## src/rtl/mux_scan_pkg.sv

```systemverilog
// mux_scan_pkg: shared types and widths for the mux scan sequencer
package mux_scan_pkg;
  localparam int DATA_W = 16;
  localparam int SEL_W = 4;
  localparam int CNT_MAX = 255;
  localparam int CNT_W = $clog2(CNT_MAX + 1);
  typedef enum logic [1:0] {IDLE, SETTLE, SAMPLE, DONE} state_t;
  typedef logic [CNT_W-1:0] cnt_t;
  typedef logic [SEL_W-1:0] sel_t;
  typedef logic [DATA_W-1:0] data_t;
endpackage

```

## src/rtl/mux_scan_sequencer_settle_timer.sv

```systemverilog
// settle_timer: loadable down-counter that parks at zero
module settle_timer
  import mux_scan_pkg::*;
(
  input  logic clk,
  input  logic rst,
  input  logic load,
  input  cnt_t load_val,
  output logic zero
);
  cnt_t cnt_q;
  always_ff @(posedge clk)
    if (rst) cnt_q <= '0;
    else if (load) cnt_q <= load_val;
    else if (cnt_q != '0) cnt_q <= cnt_q - cnt_t'(1);
  assign zero = cnt_q == '0;
endmodule

```

## src/rtl/mux_scan_sequencer.sv

```systemverilog
// mux_scan_sequencer: steps a 16:1 mux select, samples its output and checks it against the sent word
module mux_scan_sequencer
  import mux_scan_pkg::*;
#(
  parameter int SETTLE_CYCLES = 4,
  parameter bit LSB_FIRST = 1'b1
) (
  input  logic clk,
  input  logic rst,
  input  logic start,
  input  data_t din,
  output data_t mux_in,
  output sel_t mux_sl,
  input  logic mux_out,
  output logic busy,
  output logic sout,
  output logic sout_valid,
  output data_t result,
  output logic done,
  output logic mismatch
);
  if (SETTLE_CYCLES < 1 || SETTLE_CYCLES > CNT_MAX) begin : g_bad_settle
    $error("SETTLE_CYCLES must be in 1..255");
  end
  localparam sel_t FIRST = LSB_FIRST ? sel_t'(0) : sel_t'(DATA_W - 1);
  localparam sel_t LAST = LSB_FIRST ? sel_t'(DATA_W - 1) : sel_t'(0);
  localparam cnt_t RELOAD = cnt_t'(SETTLE_CYCLES - 1);
  state_t state_q, state_d;
  data_t mux_in_q, mux_in_d, result_q, result_d;
  sel_t sl_q, sl_d;
  logic sout_q, sout_d, sout_valid_q, mismatch_q, mismatch_d, load, zero;
  settle_timer u_timer (
    .clk(clk),
    .rst(rst),
    .load(load),
    .load_val(RELOAD),
    .zero(zero)
  );
  always_comb begin
    state_d = state_q;
    mux_in_d = mux_in_q;
    sl_d = sl_q;
    result_d = result_q;
    sout_d = sout_q;
    mismatch_d = mismatch_q;
    load = 1'b0;
    case (state_q)
      IDLE: if (start) begin
        mux_in_d = din;
        sl_d = FIRST;
        result_d = '0;
        mismatch_d = 1'b0;
        load = 1'b1;
        state_d = SETTLE;
      end
      SETTLE: state_d = zero ? SAMPLE : SETTLE;
      SAMPLE: begin
        sout_d = mux_out;
        result_d[sl_q] = mux_out;
        load = sl_q != LAST;
        sl_d = sl_q == LAST ? sl_q : LSB_FIRST ? sl_q + sel_t'(1) : sl_q - sel_t'(1);
        state_d = sl_q == LAST ? DONE : SETTLE;
      end
      DONE: begin
        mismatch_d = result_q != mux_in_q;
        state_d = IDLE;
      end
      default: state_d = IDLE;
    endcase
  end
  always_ff @(posedge clk)
    if (rst) begin
      state_q <= IDLE;
      mux_in_q <= '0;
      sl_q <= '0;
      result_q <= '0;
      sout_q <= 1'b0;
      sout_valid_q <= 1'b0;
      mismatch_q <= 1'b0;
    end else begin
      state_q <= state_d;
      mux_in_q <= mux_in_d;
      sl_q <= sl_d;
      result_q <= result_d;
      sout_q <= sout_d;
      sout_valid_q <= state_q == SAMPLE;
      mismatch_q <= mismatch_d;
    end
  assign mux_in = mux_in_q;
  assign mux_sl = sl_q;
  assign result = result_q;
  assign sout = sout_q;
  assign sout_valid = sout_valid_q;
  assign busy = state_q == SETTLE || state_q == SAMPLE;
  assign done = state_q == DONE;
  // the DONE-cycle compare is visible immediately, then held in mismatch_q
  assign mismatch = mismatch_q | (done & (result_q != mux_in_q));
endmodule

```

## config.mk

```make
export PLATFORM = sky130hd
export DESIGN_NAME = mux_scan_sequencer
export DESIGN_NICKNAME = d
export VERILOG_FILES = /design/src/rtl/mux_scan_pkg.sv /design/src/rtl/mux_scan_sequencer_settle_timer.sv /design/src/rtl/mux_scan_sequencer.sv
export SDC_FILE = /design/constraint.sdc
export NUM_CORES = 1
export LEC_CHECK = 0
export CAP_MARGIN = 25
export CORE_MARGIN = 4
export CORE_UTILIZATION = 40
export CTS_BUF_LIST = sky130_fd_sc_hd__clkbuf_2 sky130_fd_sc_hd__clkbuf_4 sky130_fd_sc_hd__clkbuf_8
export CTS_CLUSTER_DIAMETER = 150
export DETAILED_ROUTE_END_ITERATION = 7
export GPL_ROUTABILITY_DRIVEN = 0
export GPL_TIMING_DRIVEN = 0
export PLACE_DENSITY = 0.67
export SLEW_MARGIN = 20
export SYNTH_ARGS = -nofsm -noshare
export SYNTH_HDL_FRONTEND = slang
export SYNTH_SLANG_ARGS = --single-unit
```

## constraint.sdc

```tcl
create_clock -name clk -period 3.3 [get_ports clk]
set_clock_uncertainty 0.2 [all_clocks]
set_input_delay 0.33 -clock clk [delete_from_list [all_inputs] [get_ports clk]]
set_output_delay 0.33 -clock clk [all_outputs]
set_load 0.005 [all_outputs]
```

; ---- Word level (Yosys, flattened, before mapping)
; Cells that the tools add are included.
[totals]
reg_bits = 49
output_inout_bits = 41
[op_classes]
add_sub_neg = 2
mux = 18
magnitude_cmp = 2
reduce_logical = 13
eq_ne = 8
bitwise = 2
[ops]
columns = operator, count
row1 = $pmux 16 s2, 1
row2 = $bwmux 16, 1
row3 = $mux 16, 1
row4 = $ne 16x16->1, 1
row5 = $mux 2, 5
row6 = $logic_not 8->1, 1
row7 = $mux 4, 2
row8 = $pmux 2 s4, 1
row9 = $pmux 4 s2, 1
row10 = $reduce_bool 8->1, 1
row11 = $sub 8x1->8 const B, 1
row12 = $reduce_and 2->1, 3
row13 = $reduce_bool 2->1, 3
row14 = $lt 4x5->1 const B, 1
row15 = $add 4x1->4 const B, 1
row16 = $demux 1 s4, 1
row17 = $eq 2x2->1 const B, 2
row18 = $eq 4x4->1 const B, 1
row19 = $ge 4x1->1 const B, 1
row20 = $ne 2x2->1 const B, 2
row21 = $ne 4x4->1 const B, 1
row22 = $pmux 1 s2, 2
row23 = $mux 1, 3
row24 = $reduce_and 3->1, 1
row25 = 7 further kinds, 7

; ---- Longest topological paths before layout
[depth]
word_depth = 6
ltp_mapped = 9
depth_no_buf = 6

; ---- Modules after synthesis
; From an unflattened synthesis, not the netlist that was laid out.
[unflattened]
hier_cells = 306
area_unflattened_um2 = 2563.7
[by_module_without_submodules]
columns = mod, area_per_inst_um2, instances, cells_each
row1 = mux_scan_sequencer, 2088.3, 1, 253
row2 = settle_timer, 475.5, 1, 53

; ---- Worst setup path after synthesis
; Ideal clock, no wire load.
[synth_timing]
path_type = register to register
start = register state_q[0]
end = register sl_q[3], in the netlist mux_sl[3]
path_stages_with_launch = 8
arrival_ps = 1507
synth_period_minus_slack_ps = 1777
required_ps = 3030
n_path_buf = 1
setup_ps = 70
setup_slack_ps = 1523
cell_sequence = dfxtp_1 -> inv_1 -> ha_1 -> buf_6 -> mux2_2 -> nand2_1 -> or3_1 -> a21oi_1
[synth_between]
elab_chain_cells = 3
elab_cells_between_ends = 7
[synth_rtl]
columns = item, line_no
row1 = "start, declared", mux_scan_sequencer.sv:28  ; state_t state_q, state_d;
row2 = "start signal, assigned", mux_scan_sequencer.sv:81  ; state_q <= state_d;
row3 = $eq 2x2->1 / $logic_not 2->1 (equally long branches), mux_scan_sequencer.sv:47  ; case (state_q)
row4 = $ne 2x2->1 (no source line) / $reduce_bool 2->1 (equally long branches), --
row5 = $reduce_and 3->1 (no source line), --
row6 = "end signal, assigned", mux_scan_sequencer.sv:83  ; sl_q <= sl_d;
row7 = "end, declared", mux_scan_sequencer.sv:30  ; sel_t sl_q, sl_d;
; Parallel ways exist; a longest one is shown, timed or not.
; A chain may end at the register's enable or synchronous reset.

; ---- Worst setup path in the final report
[layout_timing]
start = register result_q[15], in the netlist result[15]
end = output mismatch
[layout_between]
elab_chain_cells = 3
[layout_rtl]
columns = item, line_no
row1 = "start, declared", mux_scan_sequencer.sv:29  ; data_t mux_in_q, mux_in_d, result_q, result_d;
row2 = "start signal, assigned", mux_scan_sequencer.sv:84  ; result_q <= result_d;
row3 = $ne 16x16->1, mux_scan_sequencer.sv:97  ; assign mismatch = mismatch_q | (done & (result_q != mux_in_q));
row4 = $and 1x1->1, mux_scan_sequencer.sv:97
row5 = $or 1x1->1, mux_scan_sequencer.sv:97
row6 = "end, declared", mux_scan_sequencer.sv:20  ; output logic mismatch
; No other way between the ends.

==> results.md <==
* Number of nets in the finished design at 384
* Sequential element share of the synthesized area at 40.7%
* Hold-critical path endpoint: mismatch_q
* GRT Overall Usage at 16.3%
* Post-layout utilization of the core at 54.6%
* Vias after detailed routing at 2,173
* Run status: completed
* Slowest cell on crit path: sky130_fd_sc_hd__o41ai_1
* Maximum achievable frequency at 0.374 GHz
* Main combinational cell family by area after synthesis: compound AO/OA/AOI/OAI gates
* Max VDD drop at 0.000286 V
* Startpoint type of the worst setup path: flop
* Leakage power total at 1.12 nW
* Critical path cell sequence: xnor2_1 > nand4_1 > o41ai_1 > nand2b_1 > clkdlybuf4s50_1
* Deepest clock path buffer count at 2
* Critical Path RT at 2.77 ns
* Family of cells with the greatest summed delay on the critical path: compound AO/OA/AOI/OAI gates
* #FFs+latches synth at 49
* Async set or reset register ratio after synthesis at 0%
* RR Startpoint: state_q[0]
* Pin count of the biggest net entering global routing at 17
* Critical register-to-register path endpoint: result[10]
* Wire length of the first global-routing pass at 9690 um
* # Post-CTS Setup Buffers at 0
* Area growth from synthesis to final layout at 33.1%
* Maximum level of the CTS H-tree at 2
* Cell variety after synth at 40
* Min Tclk post-route at 2.68 ns
* Startpoint of the worst hold path: mismatch_q
* Unrepaired setup endpoints after global routing: no
* Number of clock sinks at 49
* Post-route setup TNS at 0 ns
* Worst skew pair latency at 0.31 ns
* CTS tree: built
* Compound-gate portion of the synthesized area at 20.0%
* Commonest non-fill, non-tap cell in the layout: sky130_fd_sc_hd__clkdlybuf4s50_1
* FF-to-FF path depth at 7
* Number of pins exceeding their max-slew limit in the final report at 0
* Share of synthesized cell area in full adder, half adder and majority cells at 4.67%
* 1st-pass router iterations at 4
* Detail-routed via count per cell at 5.04
* Worst slew pin tran at 0.578 ns
* Violation count after the first detailed-routing iteration at 130
* DRC errors left at 0
* Clock root buffer: sky130_fd_sc_hd__clkbuf_8
* Capturing element type of the critical path: output port
* Met3 capacity usage during global routing at 2.31%
* Core Box Area at 5890 um^2
* Simple-gate share of the synthesized area at 19.0%
* CP bufs+invs at 1
* Fraction of the cycle the final worst path needs at 81.1%
* Cell count after synthesis at 289
* Placement Rows at 28
* Mapped Avg Cell Area at 8.35 um^2
* Die H at 85.7 um
* Class of the tightest hold or removal check: flop to flop
* Syn Nets at 318
* GRT overflow at 0
* Half-perimeter wire length of the detailed placement result at 4500 um
* Quantity of I/O buffers inserted on ports at 59
* Number of setup violations in the final report at 0
* Worst-path clk slew at 0.10 ns
* Average routed wire per standard cell at 13.7 um
* Die area at 7340 um^2
* Worst max-slew margin expressed relative to the limit at 60.3%
* Count of flip-flops with a built-in enable after synthesis at 0
* Data arrival time of the critical path at 2.15 ns
* Hold violation count in the final report at 0
* Most utilized layer in the global route result: met2
* Pwr per Cell Area at 557 nW/um^2
* Total I/O pin count at 61
* Met2 GRT Util at 25.1%
* Via count of the first global-routing pass at 2,001
* Number of routed nets with antenna violations at 0
* Parity-gate share of the synthesized area counting xor and xnor cells at 8.35%
* TritonCTS Buffers at 5
* Antenna diode count at 0
* Most frequent cells in the layout: sky130_fd_sc_hd__clkdlybuf4s50_1 (59), sky130_fd_sc_hd__dfxtp_1 (49), sky130_fd_sc_hd__nand2_1 (41)
* Worst Hold Margin at 0.280 ns
* Yosys synthesis warning count at 0
* Detailed-route wire length at 5920 um
* Biggest fanout along the worst timing path at 3
* Die width at 85.7 um
* Layout cell share with drive strength beyond 1 at 7.02%
* Initial core utilization at 41.0%
* Number of antenna violations at the first check in global routing at 0
* Critical path type: flop to output port
* # hold bufs at CTS at 0
* Resize count post-CTS at 0
* Prevailing post-synth register cell: sky130_fd_sc_hd__dfxtp_1
* Maxcap violations at 0
* Hold depth at 2
* Fraction of synthesized area in multiplexers at 1.92%
* Global routing usage on met1 at 23.7%
* Crit-path max cell delay at 0.52 ns
* Register-to-register path setup slack at 1.10 ns
* Area of the mapped netlist at 2410 um^2
[cells in the mapped netlist (2+ instances only)]
cell	count	area (um^2)
sky130_fd_sc_hd__buf_2	5	25.0
sky130_fd_sc_hd__nand3_1	20	100
sky130_fd_sc_hd__inv_1	9	33.8
sky130_fd_sc_hd__o21ai_0	18	90.1
sky130_fd_sc_hd__ha_1	9	113
sky130_fd_sc_hd__a21oi_1	38	190
sky130_fd_sc_hd__nand4_1	7	43.8
sky130_fd_sc_hd__buf_4	2	15.0
sky130_fd_sc_hd__mux2i_1	2	20.0
sky130_fd_sc_hd__nand2_1	41	154
sky130_fd_sc_hd__and2_1	2	12.5
sky130_fd_sc_hd__xnor2_1	19	166
sky130_fd_sc_hd__nor2b_1	3	18.8
sky130_fd_sc_hd__clkbuf_1	10	37.5
sky130_fd_sc_hd__nor2_1	13	48.8
sky130_fd_sc_hd__a21oi_2	2	17.5
sky130_fd_sc_hd__xor2_1	4	35.0
sky130_fd_sc_hd__a21boi_0	15	113
sky130_fd_sc_hd__dfxtp_1	49	981
[worst max path at each step]
stage / from / to / slack (ns) / cells after the start
after global placement: result[15] / mismatch / 0.96 / 5
final: result[15] / mismatch / 0.62 / 5
after CTS: result[15] / mismatch / 0.61 / 5
after detailed placement: result[15] / mismatch / 0.95 / 5
after global routing: result[15] / mismatch / 0.45 / 5
after floorplan: state_q[0] / mux_sl[3] / 1.52 / 7
[kinds of logic after synthesis]
group / Yosys count
and+or+nand+nor: 94
AOI/OAI and AO/OA: 81
DFF: 49
buffers and inverters: 29
xor gates and xnor gates: 23
adders and majority gates: 9
muxes: 4
[where the power goes]
group	switching (mW)	total (mW)	internal, mW
Combinational	0.313	0.618	0.305
Sequential	0.0758	0.740	0.664
Clock	0.204	0.431	0.227
[stage by stage]
step	power (mW)	area, um^2	std cells	worst slack, ns
final	1.79	3210	431	0.623
after detailed placement	1.37	3100	423	0.954
after global routing	1.90	3210	431	0.450
after global placement	1.36	3100	423	0.960
after CTS	1.80	3210	431	0.609
after floorplan	1.20	2410	289	1.52
[state kept, by name, indices dropped and copies added (netlist names)]
name           flops
result            16
mux_in            16
sout               1
sout_valid         1
mux_sl             4
mismatch_q         1
state_q            2
u_timer.cnt_q      8
[layout make-up]
class,count,area [um^2]
clock buffers,5,68.8
plain buffers,20,97.6
inverters,9,33.8
multi-input cells,211,1300
flip-flops and latches,49,981
repair buffers,59,591
fillers,565,2670
well taps,75,93.8
clock inverters,3,46.3
[routing by layer]
layer / wire length [um] / part of all wire [%]
met1: 2960 / 50
met2: 2620 / 44
met3: 269 / 4.5
met4: 67 / 1.1
met5: 0 / 0
[worst register-to-register path, cell delays in order, from the launching register on]
cell and delay, ns:
sky130_fd_sc_hd__dfxtp_1 0.43, sky130_fd_sc_hd__inv_1 0.09, sky130_fd_sc_hd__ha_1 0.20, sky130_fd_sc_hd__buf_2 0.17, sky130_fd_sc_hd__mux2i_1 0.47, sky130_fd_sc_hd__clkbuf_2 0.31
sky130_fd_sc_hd__o21ai_0 0.12, sky130_fd_sc_hd__a21oi_1 0.14
Power figures use the tool's default switching activity.
==> edit (same flow settings) <==
The 4 states of `state_t` get a one-hot encoding in 4 bits.
--- a/src/rtl/mux_scan_pkg.sv
+++ b/src/rtl/mux_scan_pkg.sv
@@ -5,5 +5,5 @@
   localparam int CNT_MAX = 255;
   localparam int CNT_W = $clog2(CNT_MAX + 1);
-  typedef enum logic [1:0] {IDLE, SETTLE, SAMPLE, DONE} state_t;
+  typedef enum logic [3:0] {IDLE = 4'b0001, SETTLE = 4'b0010, SAMPLE = 4'b0100, DONE = 4'b1000} state_t;
   typedef logic [CNT_W-1:0] cnt_t;
   typedef logic [SEL_W-1:0] sel_t;
Function: same outputs for any inputs over 10 cycles, from zero or initial values and one cycle with rst high; not proved beyond that.
==> edit against the original RTL <==
- final area fell by 2.3%
- sequential cell count rose by 2
- power fell by 11%
- routed wire length rose by 4.2%
- die area fell by 2.3%
- area after synthesis fell by 2.5%
- register-to-register slack got worse by 240 ps
- worst setup slack got worse by 60 ps
- via count rose by 1.9%
- combinational power fell by 27%
- core utilization rose by 1.4 points
- worst hold slack got worse by 31 ps
- global-route usage rose by 1.2 points
- highest routed layer unchanged
==> edit: results (changes against the original RTL) <==
[run_status]
outcome = complete, no violations  ; unchanged

[synth]
synth_commonest_cells = a21oi_1, dfxtp_1, nand2_1, nand3_1, xor2_1  ; was dfxtp_1, nand2_1, a21oi_1, nand3_1, xnor2_1
yosys-top-cells-area = dfxtp_1, a21oi_1, xor2_1  ; was dfxtp_1, a21oi_1, xnor2_1
synth-compound-area-share_pct = 17.8  ; was 20.0%
syn_inst = 290  ; was 289
syn-num-nets = 315  ; was 318
seq_area_frac_synth_pct = 43.4  ; was 40.7%
synthXorXnorAreaFrac_pct = 8.56  ; was 8.35%
synthAdderAreaFrac_pct = 2.66  ; was 4.67%
yosys-mux-area-fraction_pct = 1.06  ; was 1.92%
synth_top_family_by_area = simple AND/OR/NAND/NOR gates  ; was compound AO/OA/AOI/OAI gates
ys_types = 37  ; was 40

[drt]
dr_total_vias = 2215  ; was 2173
wl_per_cell_um = 14.4  ; was 13.7 um
vias_per_cell = 5.16  ; was 5.04
drt_iter0_markers = 141  ; was 130

[setup_path]
crit_arrival_ps = 2210  ; was 2150 ps
crit_fanout = 3  ; unchanged
reg2reg_from = mux_sl[0]$_SDFFE_PP0P_  ; was state_q[0]$_SDFFE_PP0P_
ff2ff_path_depth = 6  ; was 7
crit_start = result[8]$_SDFFE_PP0P_  ; was result[15]$_SDFFE_PP0P_
r2r-end = mux_sl[3]$_SDFFE_PP0P_  ; was result[10]$_SDFFE_PP0P_
reg2reg_slack_ps = 860  ; was 1100 ps

[clock_tree]
clk_latency_ps = 300
clockBufferDepth = 2  ; unchanged

[grt]
grt_use_total_pct = 17.5  ; was 16.3%
grt_pass1_vias = 2116  ; was 2001
grt_pass1_wl_mm = 10.3  ; was 9.69 mm
grt_max_degree = 16  ; was 17

[placed_design]
dpl.hpwl_mm = 4.51  ; was 4.50 mm
placed_cells = 421  ; was 423

[sta]
relSlewSlack_pct = 55.1  ; was 60.3%

[power_and_ir_drop]
p_leak_nw = 1.20  ; was 1.12 nW
ir_drop_uv = 281  ; was 286 uV

[layout]
antenna_cells = 0  ; unchanged
layout-drive-gt1-share_pct = 6.44  ; was 7.02%
final_nets = 381  ; was 384

[min_path]
min_path_type = primary input to register  ; was register to register

-- edit: area by class of cell --
cell class | instances | area (um2)
plain buffers | 22 | 93.8
clock buffers | 7 | 96.3
clock inverters | 1 | 7.51
fillers | 566 | 2470
inverters | 8 | 30.0
multi-input cells | 209 | 1210
flip-flops and latches | 51 | 1020
well taps | 72 | 90.1
repair buffers | 59 | 591
-- edit: critical path, stage by stage, from the launching register on --
cell	delay [ps]
dfxtp_1	350
xor2_1	160
nor4_1	500
nand4_1	250
a21o_1	230
clkdlybuf4s50_1	430
-- edit: worst min path at each step --
stage,to,cells past startpoint,slack (ps),start
floorplan,mux_in[0]$_SDFFE_PP0P_,2,270,din[0]
global placement,mux_in[1]$_SDFFE_PP0P_,2,270,mux_in[1]$_SDFFE_PP0P_
detailed placement,mux_in[9]$_SDFFE_PP0P_,2,280,mux_in[9]$_SDFFE_PP0P_
CTS,state_q[0]$_SDFFE_PP1P_,3,240,rst
global route,mismatch_q$_SDFFE_PP0P_,3,270,rst
finish,state_q[0]$_SDFFE_PP1P_,3,250,rst
-- edit: layer usage --
| metal | GRT usage [%] | vias to the layer above | wire [um] |
|---|---|---|---|
| met5 | 0 | - | 0 |
| met2 | 27.8 | 64 | 2770 |
| li1 | - | 1122 | - |
| met1 | 24.1 | 1022 | 2960 |
| met3 | 3.63 | 7 | 345 |
| met4 | 4.75 | 0 | 79 |
-- edit: where the power goes --
| part | total [mW] | internal, mW | switching (mW) |
|---|---|---|---|
| logic | 0.452 | 0.238 | 0.214 |
| registers | 0.735 | 0.679 | 0.0565 |
| clock network | 0.400 | 0.191 | 0.209 |
-- edit: kinds of logic (layout without fill, tap and decap cells) --
family	count (synthesis)	after routing
AND/OR/NAND/NOR	98	98
AO/OA/AOI/OAI	81	81
flip-flops	51	51
buffers and inverters	30	97
XOR/XNOR	23	23
adder cells (fa/ha/maj)	5	5
multiplexers	2	2
-- edit: stage by stage --
stage	power, mW	instance area, um2	hold slack [ps]	setup WS [ps]
2_1_floorplan	1.08	2350	266	1210
3_3_place_gp	1.19	3030	269	818
3_5_place_dp	1.20	3030	276	869
4_1_cts	1.60	3140	238	617
5_1_grt	1.68	3140	269	563
6_report	1.59	3140	249	563
